## src/rtl/latch_tester_pkg.sv

```systemverilog
// Shared types and the fixed stimulus table for the latch tester.
// The table lists the (rst, en, d) vectors applied to the latch under test, in order.
package latch_tester_pkg;

    typedef enum logic [2:0] {
        ST_IDLE,
        ST_INIT,
        ST_DRIVE,
        ST_WAIT,
        ST_CHECK,
        ST_DONE
    } state_t;

    typedef struct packed {
        logic rst;
        logic en;
        logic d;
    } vec_t;

    localparam int         N_VEC    = 8;
    localparam int         IDX_W    = 3;
    localparam int         ERR_W    = 4;
    localparam logic [2:0] IDX_LAST = 3'd7;
    localparam logic [3:0] ERR_MAX  = 4'd15;

    localparam vec_t VEC_TABLE [N_VEC] = '{
        '{rst: 1'b0, en: 1'b1, d: 1'b1},
        '{rst: 1'b0, en: 1'b1, d: 1'b0},
        '{rst: 1'b0, en: 1'b0, d: 1'b1},
        '{rst: 1'b1, en: 1'b0, d: 1'b0},
        '{rst: 1'b0, en: 1'b1, d: 1'b1},
        '{rst: 1'b0, en: 1'b0, d: 1'b0},
        '{rst: 1'b1, en: 1'b1, d: 1'b1},
        '{rst: 1'b0, en: 1'b1, d: 1'b1}
    };

    function automatic vec_t vec_at(input logic [IDX_W-1:0] idx);
        return VEC_TABLE[idx];
    endfunction

endpackage

```

## src/rtl/latch_tester_ref_model.sv

```systemverilog
// Golden model of the latch under test: tracks the Q value a correct latch
// should hold after each applied vector (reset dominates enable).
module latch_ref_model
    import latch_tester_pkg::*;
(
    input  logic clk,
    input  logic reset,
    input  logic i_init,
    input  logic i_update,
    input  vec_t i_vec,
    output logic o_exp
);

    logic r_exp;

    // NOTE: sequential state is assigned with <= so every flop samples pre-edge values.
    always_ff @(posedge clk) begin
        if (reset) begin
            r_exp <= 1'b0;
        end else if (i_init) begin
            r_exp <= 1'b0;
        end else if (i_update) begin
            if (i_vec.rst) begin
                r_exp <= 1'b0;
            end else if (i_vec.en) begin
                r_exp <= i_vec.d;
            end
        end
    end

    assign o_exp = r_exp;

endmodule

```

## src/rtl/latch_tester.sv

```systemverilog
// Sequences the fixed vector table onto a latch under test, waits SETTLE cycles
// per vector, and compares Q/QN against the golden model, reporting a verdict.
module latch_tester
    import latch_tester_pkg::*;
#(
    parameter int SETTLE = 2
) (
    input  logic             clk,
    input  logic             reset,
    input  logic             start,
    output logic             d_o,
    output logic             en_o,
    output logic             rst_o,
    input  logic             q_i,
    input  logic             qn_i,
    output logic             busy,
    output logic             done,
    output logic             pass,
    output logic [ERR_W-1:0] err_count,
    output logic [IDX_W-1:0] fail_idx
);

    localparam logic [3:0] WAIT_LAST = (SETTLE > 0) ? 4'(SETTLE - 1) : 4'd0;

    state_t           r_state;
    state_t           w_next_state;
    logic [IDX_W-1:0] r_idx;
    logic [3:0]       r_wait_cnt;
    logic [ERR_W-1:0] r_err_count;
    logic [IDX_W-1:0] r_fail_idx;
    logic             r_pass;
    logic             r_d;
    logic             r_en;
    logic             r_rst;

    vec_t             w_vec;
    logic             w_exp;
    logic             w_fail;
    logic             w_start_ok;

    assign w_vec      = vec_at(r_idx);
    assign w_fail     = (q_i != w_exp) || (qn_i != ~w_exp);
    assign w_start_ok = start && ((r_state == ST_IDLE) || (r_state == ST_DONE));

    latch_ref_model u_ref_model (
        .clk      (clk),
        .reset    (reset),
        .i_init   (r_state == ST_INIT),
        .i_update (r_state == ST_DRIVE),
        .i_vec    (w_vec),
        .o_exp    (w_exp)
    );

    always_ff @(posedge clk) begin
        if (reset) begin
            r_state <= ST_IDLE;
        end else begin
            r_state <= w_next_state;
        end
    end

    // NOTE: the default assignment first keeps every path assigned, so no latch is inferred.
    always_comb begin
        w_next_state = r_state;
        unique case (r_state)
            ST_IDLE, ST_DONE: begin
                if (w_start_ok) begin
                    w_next_state = ST_INIT;
                end
            end
            ST_INIT: begin
                w_next_state = ST_DRIVE;
            end
            ST_DRIVE: begin
                w_next_state = (SETTLE == 0) ? ST_CHECK : ST_WAIT;
            end
            ST_WAIT: begin
                if (r_wait_cnt == WAIT_LAST) begin
                    w_next_state = ST_CHECK;
                end
            end
            ST_CHECK: begin
                w_next_state = (r_idx == IDX_LAST) ? ST_DONE : ST_DRIVE;
            end
            default: begin
                w_next_state = ST_IDLE;
            end
        endcase
    end

    // Drive pins are only written on start and in DRIVE, so they hold elsewhere.
    always_ff @(posedge clk) begin
        if (reset) begin
            r_idx       <= '0;
            r_wait_cnt  <= '0;
            r_err_count <= '0;
            r_fail_idx  <= '0;
            r_pass      <= 1'b0;
            r_d         <= 1'b0;
            r_en        <= 1'b0;
            r_rst       <= 1'b0;
        end else begin
            unique case (r_state)
                ST_IDLE, ST_DONE: begin
                    if (w_start_ok) begin
                        r_idx       <= '0;
                        r_err_count <= '0;
                        r_fail_idx  <= '0;
                        r_pass      <= 1'b0;
                        r_rst       <= 1'b1;
                        r_en        <= 1'b0;
                        r_d         <= 1'b0;
                    end
                end
                ST_DRIVE: begin
                    r_rst      <= w_vec.rst;
                    r_en       <= w_vec.en;
                    r_d        <= w_vec.d;
                    r_wait_cnt <= '0;
                end
                ST_WAIT: begin
                    r_wait_cnt <= r_wait_cnt + 4'd1;
                end
                ST_CHECK: begin
                    if (w_fail) begin
                        if (r_err_count != ERR_MAX) begin
                            r_err_count <= r_err_count + 4'd1;
                        end
                        if (r_err_count == '0) begin
                            r_fail_idx <= r_idx;
                        end
                    end
                    if (r_idx == IDX_LAST) begin
                        r_pass <= (r_err_count == '0) && !w_fail;
                    end else begin
                        r_idx <= r_idx + 3'd1;
                    end
                end
                default: begin
                end
            endcase
        end
    end

    assign busy      = (r_state == ST_INIT) || (r_state == ST_DRIVE) ||
                       (r_state == ST_WAIT) || (r_state == ST_CHECK);
    assign done      = (r_state == ST_DONE);
    assign pass      = r_pass;
    assign err_count = r_err_count;
    assign fail_idx  = r_fail_idx;
    assign d_o       = r_d;
    assign en_o      = r_en;
    assign rst_o     = r_rst;

endmodule

```

## config.mk

```make
export PLATFORM = sky130hd
export DESIGN_NAME = latch_tester
export DESIGN_NICKNAME = d
export VERILOG_FILES = /design/src/rtl/latch_tester_pkg.sv /design/src/rtl/latch_tester_ref_model.sv /design/src/rtl/latch_tester.sv
export SDC_FILE = /design/constraint.sdc
export NUM_CORES = 1
export LEC_CHECK = 0
export CAP_MARGIN = 20
export CORE_ASPECT_RATIO = 1.1
export CORE_MARGIN = 2
export CORE_UTILIZATION = 40
export CTS_CLUSTER_SIZE = 20
export DETAILED_ROUTE_END_ITERATION = 12
export SYNTH_ARGS = -nofsm -noshare
export SYNTH_HDL_FRONTEND = slang
export SYNTH_SLANG_ARGS = --single-unit
```

## constraint.sdc

```tcl
create_clock -name clk -period 1.6 [get_ports clk]
set_input_delay 0.48 -clock clk [delete_from_list [all_inputs] [get_ports clk]]
set_output_delay 0.48 -clock clk [all_outputs]
set_load 0.01 [all_outputs]
```

Word level (Yosys, flattened, before mapping) --
Memories as Yosys holds them, arrays and structs flattened. Index checks and enable logic that the tools add are counted.
Word-level totals: input port bits 5, flip-flop bits (word level) 22, memory bits (read-only) 24, output and inout port bits 13, memories kept 1, logic and storage cells 83
Memories:
- (name not given) | words 8, bits a word 3, read ports 1, clocked after Yosys merged registers in 0, wr ports 0, RTL line latch_tester_pkg.sv:38 | return VEC_TABLE[idx];
Cells by class: order comparisons 1, mux-type cells 26, bitwise operators 2, reductions and logical operators 23, $add $sub $neg 3, equal/unequal tests 17
Operators with widths (number):
- $mux 3 | 9
- $pmux 4 s2 | 2
- $pmux 3 s5 | 1
- $ne 2x2->1 const B | 7
- $mux 4 | 3
- $pmux 3 s2 | 2
- $eq 3x3->1 const B | 3
- $add 4x1->4 const B | 2
- $pmux 1 s2 | 4
- $reduce_and 4->1 | 2
- $reduce_bool 2->1 | 4
- $eq 3x2->1 const B | 2
- $reduce_and 2->1 | 3
- $reduce_and 3->1 | 2
- $logic_or 1x1->1 | 5
- $mux 1 | 5
- $eq 4x1->1 const B | 1
- $ge 4x4->1 const B | 1
- $logic_not 4->1 | 1
- $ne 4x4->1 const B | 1
- $not 3->4 | 1
- $reduce_or 2->1 | 2
- $add 3x1->3 const B | 1
- $eq 3x1->1 const B | 1
- 5 further kinds | 7

Depth between registers and ports, before layout --
Gate-level depths: netlist of run 1.
depth in word-level cells 7, depth in mapped cells 6, gate-level depth less buffers 6

Modules after synthesis --
A second synthesis of run 1 with hierarchy kept.
Second synthesis, totals: cells, all modules 151, area, all modules 1298.7 µm²
By module, submodules not included:
- latch_tester | area each 1244.9 µm², sequential area each 420.4 µm², cells an instance 146, times used 1
- latch_ref_model | area each 53.8 µm², sequential area each 20.0 µm², cells an instance 5, times used 1

Worst setup path after synthesis of run 1 --
Ideal clock, no wire load.
kind reg2reg, start point reg r_wait_cnt[0], end point reg r_state[2], buffers on the path 0, clock period less this slack 1.526 ns, data arrival time 1.410 ns, library setup time 0.116 ns, path slack 0.074 ns, required time 1.484 ns, stages on the path, launching flop included 6, path through dfxtp_1 -> ha_1 -> or3b_4 -> a32oi_2 -> a21oi_1 -> a41o_1
On the way: cells in the longest elaborated chain, start to end 3
Ends and longest elaborated chain:
- from (decl) | RTL line latch_tester.sv:28 | logic [3:0] r_wait_cnt;
- from (signal assigned) | RTL line latch_tester.sv:122 | r_wait_cnt <= r_wait_cnt + 4'd1;
- $eq 4x1->1 | RTL line latch_tester.sv:78 | if (r_wait_cnt == WAIT_LAST) begin
- $ne 2x2->1 (no source line)
- $reduce_and 2->1 (no source line)
- to (signal assigned) | RTL line latch_tester.sv:58 | r_state <= w_next_state;
- to (decl) | RTL line latch_tester.sv:25 | state_t r_state;
Every way passes these cells. A chain may end at the register's enable or synchronous reset.

Final worst setup path of run 1 --
start point reg r_state[0], end point reg r_err_count[2] (netlist: err_count[2])
On the way: cells in the longest elaborated chain, start to end 5, elaborated cells on any way between the ends 12, classes of those cells eq/ne (5); mux (1); reduce/logical (6)
Ends and longest elaborated chain:
- $eq 3x3->1 or $logic_not 3->1 (tied branches) | RTL line latch_tester.sv:43, latch_tester.sv:103
- $logic_or 1x1->1 | RTL line latch_tester.sv:43 | assign w_start_ok = start && ((r_state == ST_IDLE) || (r_state == ST_DONE));
- $logic_and 1x1->1 | RTL line latch_tester.sv:43
- $ne 2x2->1 (no source line)
- $reduce_and 4->1 (no source line)
- to (signal assigned) | RTL line latch_tester.sv:127 | r_err_count <= r_err_count + 4'd1;
- to (decl) | RTL line latch_tester.sv:29 | logic [ERR_W-1:0] r_err_count;
Several ways; a longest one is shown, not always the timed one.

==> results of run 1 <==
==> path summary, 6_finish.rpt <==
kind	endpoint	slack, ps	depth (start not counted)
setup / recovery	err_count[2]$_SDFFE_PP0P_	40	4
hold / removal	fail_idx[2]$_SDFFE_PP0P_	470	2
setup reg to reg	err_count[2]$_SDFFE_PP0P_	40	4
hold reg to reg	fail_idx[2]$_SDFFE_PP0P_	470	2
==> power by group through the flow <==
| stage | clock [mW] | combinational, mW | sequential (mW) |
|---|---|---|---|
| final | 0.431 | 0.994 | 0.695 |
| after global routing | 0.463 | 1.09 | 0.706 |
| after CTS | 0.436 | 0.866 | 0.684 |
| after detailed placement | 0 | 0.897 | 0.688 |
| after global placement | 0 | 0.884 | 0.685 |
| after floorplan | 0 | 0.536 | 0.701 |
==> registers in the layout, indices dropped and copies added (netlist names) <==
signal and cells:
r_wait_cnt 4, fail_idx 3, r_state 3, d_o 1
pass 1, err_count 4, en_o 1, rst_o 1
r_idx 3, u_ref_model.o_exp 1
==> layout by cell type (no fill, tap or decap), drive strengths merged, types with 3 or more instances in the layout <==
master,synthesis,final
ha,10,10
buf,6,26
a32oi,3,3
nor2,10,10
inv,7,7
a21oi,14,14
or3,3,3
o21ai,6,6
dfxtp,22,22
nor3,5,5
nand2,17,17
or3b,4,4
clkbuf,1,3
dlygate4sd2,0,11
o2bb2ai,5,5
clkdlybuf4s50,0,3
nand3,11,11
==> critical path, stage by stage, from the launching register on <==
cell	delay [ps]
dfxtp_4	380
buf_6	160
or3b_4	420
or4_1	470
nand3_1	90
==> kinds of logic (layout without fill, tap and decap cells) <==
kind of cell | Yosys count | in the layout | synth area share, %
simple gates | 64 | 64 | 26.8
compound gates | 37 | 37 | 21.2
flops | 22 | 22 | 34.2
buf+inv | 15 | 53 | 5.93
fa+ha+maj | 10 | 10 | 9.72
xor+xnor | 2 | 2 | 1.36
mux | 1 | 1 | 0.777
==> per-stage QoR <==
step	power (mW)	setup slack, ps	TNS [ps]
2_1_floorplan	1.24	73.5	0
3_3_place_gp	1.57	-365	-2960
3_5_place_dp	1.58	-386	-3230
4_1_cts	1.99	20.2	0
5_1_grt	2.26	-11.4	-25.3
6_report	2.12	37.4	0
==> routing by layer <==
layer  share of wire, %  up-vias  routed length [µm]
met5                  0        -                   0
li1                   -      622                   -
met2                 53       17                1690
met4                1.1        0                  34
met1                 44      593                1400
met3                1.9        4                  60
==> final cells by class <==
class / count / area, µm² / share of cell area, %
multi-input combinational: 114 / 835 / 47.5
sequential: 22 / 458 / 26.0
timing repair buffer: 41 / 340 / 19.4
tap: 34 / 42.5 / 2.42
clock inverter: 1 / 30.0 / 1.71
inverter: 8 / 30.0 / 1.71
clock buffer: 3 / 22.5 / 1.28
==> timing repair <==
action | CTS | global route
gates resized for setup | 28 | 18
buffers inserted | 0 | 1
setup endpoints to repair | 22 | 11
pin swaps | 2 | 4
==> flow_metrics.env, run 1 <==
export IMPL_clk_pin_slew_ps=130
export IMPL_grt_ovfl_total=0
export IMPL_endpoint_kind="register"
export IMPL_hold_path_class="reg -> reg"
export IMPL_clock_path_buffers=2
export IMPL_antenna_left=0
export IMPL_routed_wl_mm=3.19
export IMPL_place_area_um2=1630
export IMPL_grt_total_usage_pct=18.7
export IMPL_ys_seq_area_share_pct=34.2
export IMPL_worst_setup_path_type="reg -> reg"
export IMPL_max_slew_margin_rel_pct=75.5
export IMPL_crit_path_start_kind="register"
export IMPL_hold_viol=0
export IMPL_utilization_pct=57.7
export IMPL_vdd_drop_max_mv=0.835
export IMPL_synth_flop_cell="dfxtp_1"
export IMPL_clockRootBuffer="clkbuf_4"
export IMPL_period_needed_ps=1560
export IMPL_synth_largest_area_cell="dfxtp_1"
export IMPL_fp_dieArea_um2=3690
export IMPL_num_rows=21
export IMPL_areaGrowthSynthToFinish_pct=36.5
export IMPL_post_route_period_util_pct=97.7
export IMPL_regToRegStartpoint="r_state[0]$_SDFFE_PP0P_"
export IMPL_drive_gt1_share_pct=29.1
export IMPL_place_inst=218
export IMPL_netlist_area_um2=1290
export IMPL_avgSynthCellArea_um2=8.53
export IMPL_hp_start="fail_idx[2]$_SDFFE_PP0P_"
export IMPL_ctsHoldBuffers=0
export IMPL_power_leakage_nw=0.723
export IMPL_switchingPower_mw=0.751
export IMPL_power_internal_mw=1.37
export IMPL_grt_antenna_before_repair=0
export IMPL_synthArstFlopShare_pct=0
export IMPL_grt_use_met3_pct=2.67
export IMPL_initial_core_util_pct=42.2
export IMPL_critPathRequiredTime_ps=1870
export IMPL_place_hpwl_mm=2.39
export IMPL_cp_max_fo=12
export IMPL_clock_latency_ps=310
export IMPL_avgViaCountPerCell=5.54
export IMPL_grt_pass1_wl_mm=5.56
export IMPL_power_frac_comb_pct=46.9
export IMPL_fp_dieH_um=63.5
export IMPL_use_met2_pct=33.0
export IMPL_wl_per_cell_um=14.3
export IMPL_cts_tree="built"
export IMPL_drv_cap=0
export IMPL_power_frac_seq_pct=32.8
export IMPL_setup_viol=0
export IMPL_ys_warn_count=0
export IMPL_numCtsBuffers=3
export IMPL_power_density_nw_per_um2=1210
export IMPL_cp_arrival_ps=1830
export IMPL_die_w_um=58.1
export IMPL_synth_top_cell_area_share_pct=34.2
export IMPL_crit_path_start="r_state[0]$_SDFFE_PP0P_"
export IMPL_drt_pass1_iter_count=4
export IMPL_final_cells=223
export IMPL_h_tree_depth=1
export IMPL_p_sw_share_pct=35.4
export IMPL_ys_seq_elements=22
export IMPL_clock_skew_ps=7.02
export IMPL_max_freq_ghz=0.640
export IMPL_core_area_um2=3050
export IMPL_fill_cells=290
export IMPL_syn_inst=151
export IMPL_clock_power_share_pct=20.3
export IMPL_grt_use_met1_pct=23.4
export IMPL_layout_nets=205
export IMPL_gp_congestion=0.818
export IMPL_drcViolationCount=0
export IMPL_initialDrtViolationCount=43
export IMPL_grt_max_degree=14
export IMPL_io_pin_count=18
export IMPL_hold_slack_ps=472
export IMPL_via_count=1236
export IMPL_status="finished, final reports clean"
export IMPL_design_area_um2=1760
export IMPL_rsz0062_at_grt="yes"
export IMPL_ys_types=41
export IMPL_tightest_slew_ps=367
export IMPL_top_usage_layer="met2"
export IMPL_antennaDiodeCount=0
export IMPL_ys_top_cells_by_count="dfxtp_1 (22), nand2_1 (17), a21oi_1 (12)"
export IMPL_grt_pass1_vias=1230
export IMPL_synth_fp_nets=166
export IMPL_synth_edf_count=0
export IMPL_clock_sinks=22
export IMPL_slew_violations=0
export IMPL_synthTopCellsByArea="dfxtp_1 (34%), ha_1 (9.7%), nand2_1 (5.0%)"
export IMPL_synth_most_common_cell="dfxtp_1"
export IMPL_io_buffers=17
(Power assumes the default switching activity.)
==> inputs of run 2 (changes only) <==
--- a/config.mk
+++ b/config.mk
@@ -6,11 +6,14 @@
 export NUM_CORES = 1
 export LEC_CHECK = 0
 export CAP_MARGIN = 20
+export CELL_PAD_IN_SITES_DETAIL_PLACEMENT = 1
+export CELL_PAD_IN_SITES_GLOBAL_PLACEMENT = 2
 export CORE_ASPECT_RATIO = 1.1
-export CORE_MARGIN = 2
-export CORE_UTILIZATION = 40
+export CORE_MARGIN = 1
+export CORE_UTILIZATION = 29
 export CTS_CLUSTER_SIZE = 20
 export DETAILED_ROUTE_END_ITERATION = 12
+export PLACE_DENSITY_LB_ADDON = 0.1
 export SYNTH_ARGS = -nofsm -noshare
 export SYNTH_HDL_FRONTEND = slang
 export SYNTH_SLANG_ARGS = --single-unit
==> run 2 against run 1 <==
Against the previous run: final cell count increased by 11%; critical endpoint is now r_state[2]$_SDFFE_PP0P_; register-to-register slack about the same; sequential share of layout area decreased by 1.8 points; maximum frequency increased by 0.38%; clock power increased by 25%; utilization decreased by 14 points; worst hold slack improved by 7.1 ps; critical path depth increased by 2.
==> flow_metrics.env, run 2 (synthesis gave the netlist of run 1 again) <==
export IMPL_status="finished, final reports clean"
export IMPL_initialDrtViolationCount=22
export IMPL_via_count=1264
export IMPL_hold_viol=0
export IMPL_hold_path_class="reg -> reg"
export IMPL_cp_max_fo=4
export IMPL_fp_dieH_um=71.9
export IMPL_areaGrowthSynthToFinish_pct=44.1
export IMPL_antennaDiodeCount=0
export IMPL_grt_pass1_wl_mm=5.77
export IMPL_drt_pass1_iter_count=2
export IMPL_crit_path_start_kind="register"
export IMPL_period_needed_ps=1560
export IMPL_p_sw_share_pct=35.3
export IMPL_h_tree_depth=1
export IMPL_fp_dieArea_um2=4710
export IMPL_place_hpwl_mm=2.79
export IMPL_power_frac_seq_pct=30.2
export IMPL_io_buffers=17
export IMPL_r2r_setup_slack_ps=40
export IMPL_rsz0062_at_grt="yes"
export IMPL_io_pin_count=18
export IMPL_clock_latency_ps=270
export IMPL_clock_power_share_pct=23.5
export IMPL_clockRootBuffer="clkbuf_8"
export IMPL_endpoint_kind="register"
export IMPL_slew_violations=0
export IMPL_final_cells=247
export IMPL_drive_gt1_share_pct=31.6
export IMPL_gp_congestion=0.745
export IMPL_die_w_um=65.5
export IMPL_numCtsBuffers=3
export IMPL_grt_pass1_vias=1286
export IMPL_place_inst=239
export IMPL_critPathRequiredTime_ps=1760
export IMPL_switchingPower_mw=0.811
export IMPL_power_density_nw_per_um2=1240
export IMPL_core_area_um2=4290
export IMPL_antenna_left=0
export IMPL_grt_ovfl_total=0
export IMPL_max_freq_ghz=0.642
export IMPL_clk_pin_slew_ps=90
export IMPL_cts_tree="built"
export IMPL_layout_nets=209
export IMPL_routed_wl_mm=3.72
export IMPL_ctsHoldBuffers=0
export IMPL_clock_path_buffers=2
export IMPL_grt_antenna_before_repair=0
export IMPL_power_internal_mw=1.49
export IMPL_clock_sinks=22
export IMPL_hold_slack_ps=479
export IMPL_cp_arrival_ps=1720
export IMPL_num_rows=25
export IMPL_wl_per_cell_um=15.1
export IMPL_post_route_period_util_pct=97.3
export IMPL_max_slew_margin_rel_pct=76.7
export IMPL_vdd_drop_max_mv=0.414
export IMPL_drcViolationCount=0
export IMPL_grt_max_degree=14
export IMPL_avgViaCountPerCell=5.12
export IMPL_setup_viol=0
export IMPL_layout_cells_most_common="buf_4"
export IMPL_drv_cap=0
export IMPL_power_leakage_nw=0.765
export IMPL_initial_core_util_pct=30.0
export IMPL_worst_setup_path_type="reg -> reg"
export IMPL_final_cell_mix="buf_4 (24), nand2_1 (16), dfxtp_1 (15)"
export IMPL_power_frac_comb_pct=46.4
export IMPL_tightest_slew_ps=349
export IMPL_grt_total_usage_pct=16.1
export IMPL_clock_skew_ps=6.59
==> run 2: cell types whose count changed in the layout (fill, tap and decap cells not counted), sizes merged <==
cell and delta:
clkbuf +2, clkdlybuf4s50 -1, clkinv -1, inv +1, buf +2, dlymetal6s2s +1
==> run 2: critical path, stage by stage (launching register included) <==
cell and delay [ps]:
dfxtp_2 330, inv_2 70, ha_4 120, or3b_4 390
a32oi_4 240, a21oi_1 100, a41o_1 210
==> run 2: per-layer routing <==
metal,global-route usage (%),routed length (µm)
met5,0,0
met4,5.07,25
met1,17.6,1590
met2,30.7,2020
met3,2.87,87
==> run 2: power by group through the flow <==
stage	clock [mW]	combinational [mW]	sequential [mW]
final	0.539	1.07	0.693
after detailed placement	0	0.919	0.687
after global placement	0	0.899	0.685
after floorplan	0	0.536	0.701
after global routing	0.579	1.16	0.703
after CTS	0.552	0.945	0.675
==> run 2: final timing paths <==
| kind | start | endpoint | depth (start not counted) |
|---|---|---|---|
| worst min-delay path | fail_idx[0]$_SDFFE_PP0P_ | fail_idx[0]$_SDFFE_PP0P_ | 2 |
| worst min register to register | fail_idx[0]$_SDFFE_PP0P_ | fail_idx[0]$_SDFFE_PP0P_ | 2 |
| worst max-delay path | r_wait_cnt[1]$_SDFFE_PP0P_ | r_state[2]$_SDFFE_PP0P_ | 6 |
| worst max register to register | r_wait_cnt[1]$_SDFFE_PP0P_ | r_state[2]$_SDFFE_PP0P_ | 6 |
==> run 2: final cells by class <==
| class | instances | area (µm²) |
|---|---|---|
| fill | 507 | 2430 |
| clock inverter | 1 | 30.0 |
| sequential | 22 | 449 |
| multi-input combinational | 114 | 857 |
| inverter | 8 | 30.0 |
| timing repair buffer | 45 | 380 |
| clock buffer | 3 | 41.3 |
| tap | 54 | 67.6 |
==> run 2: what timing repair did <==
| item | in CTS | in global routing |
|---|---|---|
| resized for setup | 21 | 27 |
| setup buffers | 0 | 4 |
| endpoints found under the setup margin | 23 | 18 |
| pin swaps | 3 | 10 |
==> run 2: stage by stage <==
stage / cell area, µm² / setup slack, ps / setup TNS (ps) / utilization [%] / total power, mW
CTS: 1750 / -7.50 / -7.50 / 40.7 / 2.17
global route: 1860 / -31.0 / -102 / 43.3 / 2.44
global placement: 1660 / -367 / -3680 / 38.7 / 1.58
finish: 1860 / 43.3 / 0 / 43.3 / 2.30
detailed placement: 1660 / -403 / -3950 / 38.7 / 1.61
floorplan: 1290 / 73.5 / 0 / - / 1.24
==> inputs of run 3 (changes only) <==
--- a/config.mk
+++ b/config.mk
@@ -9,7 +9,7 @@
 export CELL_PAD_IN_SITES_DETAIL_PLACEMENT = 1
 export CELL_PAD_IN_SITES_GLOBAL_PLACEMENT = 2
 export CORE_ASPECT_RATIO = 1.1
-export CORE_MARGIN = 1
+export CORE_MARGIN = 2
 export CORE_UTILIZATION = 29
 export CTS_CLUSTER_SIZE = 20
 export DETAILED_ROUTE_END_ITERATION = 12
==> run 3 against run 2 <==
Against the previous run: setup slack got worse by 24 ps; sequential share of layout area rose by 0.35 points; combinational power barely moved; sequential power fell by 1%; first-iteration DRC count fell by 50%; final cell count did not move; register-to-register slack got worse by 20 ps.
==> flow_metrics.env, run 3 (synthesis gave the netlist of run 1 again) <==
export IMPL_place_area_um2=1650
export IMPL_h_tree_depth=1
export IMPL_final_cells=247
export IMPL_critPathRequiredTime_ps=1750
export IMPL_layout_cells_most_common="buf_4"
export IMPL_cpPeakStageDelay_ps=400
export IMPL_num_rows=25
export IMPL_initial_core_util_pct=30.0
export IMPL_post_route_period_util_pct=98.8
export IMPL_vdd_drop_max_mv=0.407
export IMPL_drv_cap=0
export IMPL_cp_arrival_ps=1730
export IMPL_drive_gt1_share_pct=32.6
export IMPL_grt_pass1_wl_mm=6.22
export IMPL_ctsHoldBuffers=0
export IMPL_path_delay_family="simple AND/OR/NAND/NOR gates"
export IMPL_slew_violations=0
export IMPL_core_area_um2=4290
export IMPL_power_frac_seq_pct=29.9
export IMPL_cp_num_cells=7
export IMPL_critPathBufInv=3
export IMPL_power_frac_comb_pct=46.8
export IMPL_grt_max_degree=14
export IMPL_endpoint_kind="register"
export IMPL_initialDrtViolationCount=11
export IMPL_power_internal_mw=1.50
export IMPL_cp_max_fo=3
export IMPL_grt_antenna_before_repair=0
export IMPL_crit_path_start_kind="register"
export IMPL_avgViaCountPerCell=5.06
export IMPL_max_freq_ghz=0.632
export IMPL_grt_ovfl_total=0
export IMPL_timing_final_ws_setup_ps=18.9
export IMPL_rsz0062_at_grt="yes"
export IMPL_multi_input_area_um2=828
export IMPL_clock_sinks=22
export IMPL_hold_depth=2
export IMPL_crit_chain="inv_2 > ha_1 > or3b_4 > a32oi_4 > buf_6 > buf_4 > a311oi_2"
export IMPL_clock_power_share_pct=23.4
export IMPL_register_area_um2=450
export IMPL_worstRegToRegCells=7
export IMPL_p_sw_share_pct=34.6
export IMPL_hold_slack_ps=476
export IMPL_period_needed_ps=1580
export IMPL_io_pin_count=18
export IMPL_fp_dieArea_um2=4990
export IMPL_regToRegStartpoint="r_wait_cnt[1]$_SDFFE_PP0P_"
export IMPL_final_cell_mix="buf_4 (23), nand2_1 (16), dfxtp_1 (14)"
export IMPL_drcViolationCount=0
export IMPL_layout_nets=209
export IMPL_grt_pass1_vias=1318
export IMPL_hold_viol=0
export IMPL_gp_congestion=0.739
export IMPL_die_w_um=67.5
export IMPL_antennaDiodeCount=0
export IMPL_place_inst=238
export IMPL_tightest_slew_ps=342
export IMPL_via_count=1251
export IMPL_cts_tree="built"
export IMPL_place_ws_ps=-433
export IMPL_status="finished, final reports clean"
export IMPL_clock_latency_ps=270
export IMPL_place_hpwl_mm=2.92
export IMPL_hold_path_class="reg -> reg"
export IMPL_switchingPower_mw=0.796
export IMPL_worst_setup_path_type="reg -> reg"
export IMPL_clock_path_buffers=2
export IMPL_crit_path_start="r_wait_cnt[1]$_SDFFE_PP0P_"
export IMPL_wl_per_cell_um=14.9
export IMPL_setup_tns_ps=0
export IMPL_areaGrowthSynthToFinish_pct=42.5
export IMPL_drt_pass1_iter_count=2
export IMPL_setup_viol=0
export IMPL_max_slew_margin_rel_pct=77.0
export IMPL_numCtsBuffers=3
export IMPL_clockRootBuffer="clkbuf_8"
export IMPL_hp_start="fail_idx[2]$_SDFFE_PP0P_"
export IMPL_crit_slowest_cell="or3b_4"
export IMPL_antenna_left=0
export IMPL_clock_skew_ps=6.80
export IMPL_design_area_um2=1830
export IMPL_routed_wl_mm=3.68
export IMPL_fill_cells=501
export IMPL_clk_pin_slew_ps=90
export IMPL_io_buffers=17
export IMPL_power_density_nw_per_um2=1250
export IMPL_power_leakage_nw=0.764
export IMPL_fp_dieH_um=73.9
export IMPL_grt_total_usage_pct=16.7
## run 3: final timing paths
kind / endpoint / slack (ps)
worst max-delay path: r_state[0]$_SDFFE_PP0P_ / 20
worst min-delay path: fail_idx[2]$_SDFFE_PP0P_ / 480
worst max register to register: r_state[0]$_SDFFE_PP0P_ / 20
worst min register to register: fail_idx[2]$_SDFFE_PP0P_ / 480
## run 3: stage by stage
step / power (mW) / util [%]
floorplan: 1.24 / -
CTS: 2.21 / 40.8
finish: 2.30 / 42.8
detailed placement: 1.62 / 38.5
global route: 2.45 / 42.8
global placement: 1.59 / 38.5
## run 3: power by group through the flow
stage                     clock (mW)  sequential [mW]  combinational [mW]
final                          0.537            0.686                1.07
after global routing           0.568            0.701                1.18
after CTS                      0.557            0.677               0.973
after detailed placement           0            0.689               0.929
after global placement             0            0.685               0.901
after floorplan                    0            0.701               0.536
## run 3: repair_timing
action,CTS,global route
setup buffers,1,4
resized for setup,24,22
endpoints found under the setup margin,25,18
hold endpoints to repair,0,0
pin swaps,3,6
## run 3: final cells by class
cell class | instances | share of cell area (%)
clock inverters | 1 | 1.64
flip-flops and latches | 22 | 24.6
multi-input cells | 114 | 45.2
clock buffers | 3 | 2.25
well taps | 54 | 3.68
repair buffers | 45 | 21.1
inverters | 8 | 1.64
## run 3: worst reg2reg max path, cell delays in order (launching register included)
cell,delay [ps]
dfxtp_2,330
inv_2,40
ha_1,120
or3b_4,400
a32oi_4,250
buf_6,140
buf_4,100
a311oi_2,80
## run 3: metal layers
metal,wire length [µm],vias to the layer above,GRT usage [%]
met2,1940,15,29.6
met3,82,6,2.45
met1,1600,599,19.9
met5,0,-,0
met4,54,0,6.12
li1,-,631,-
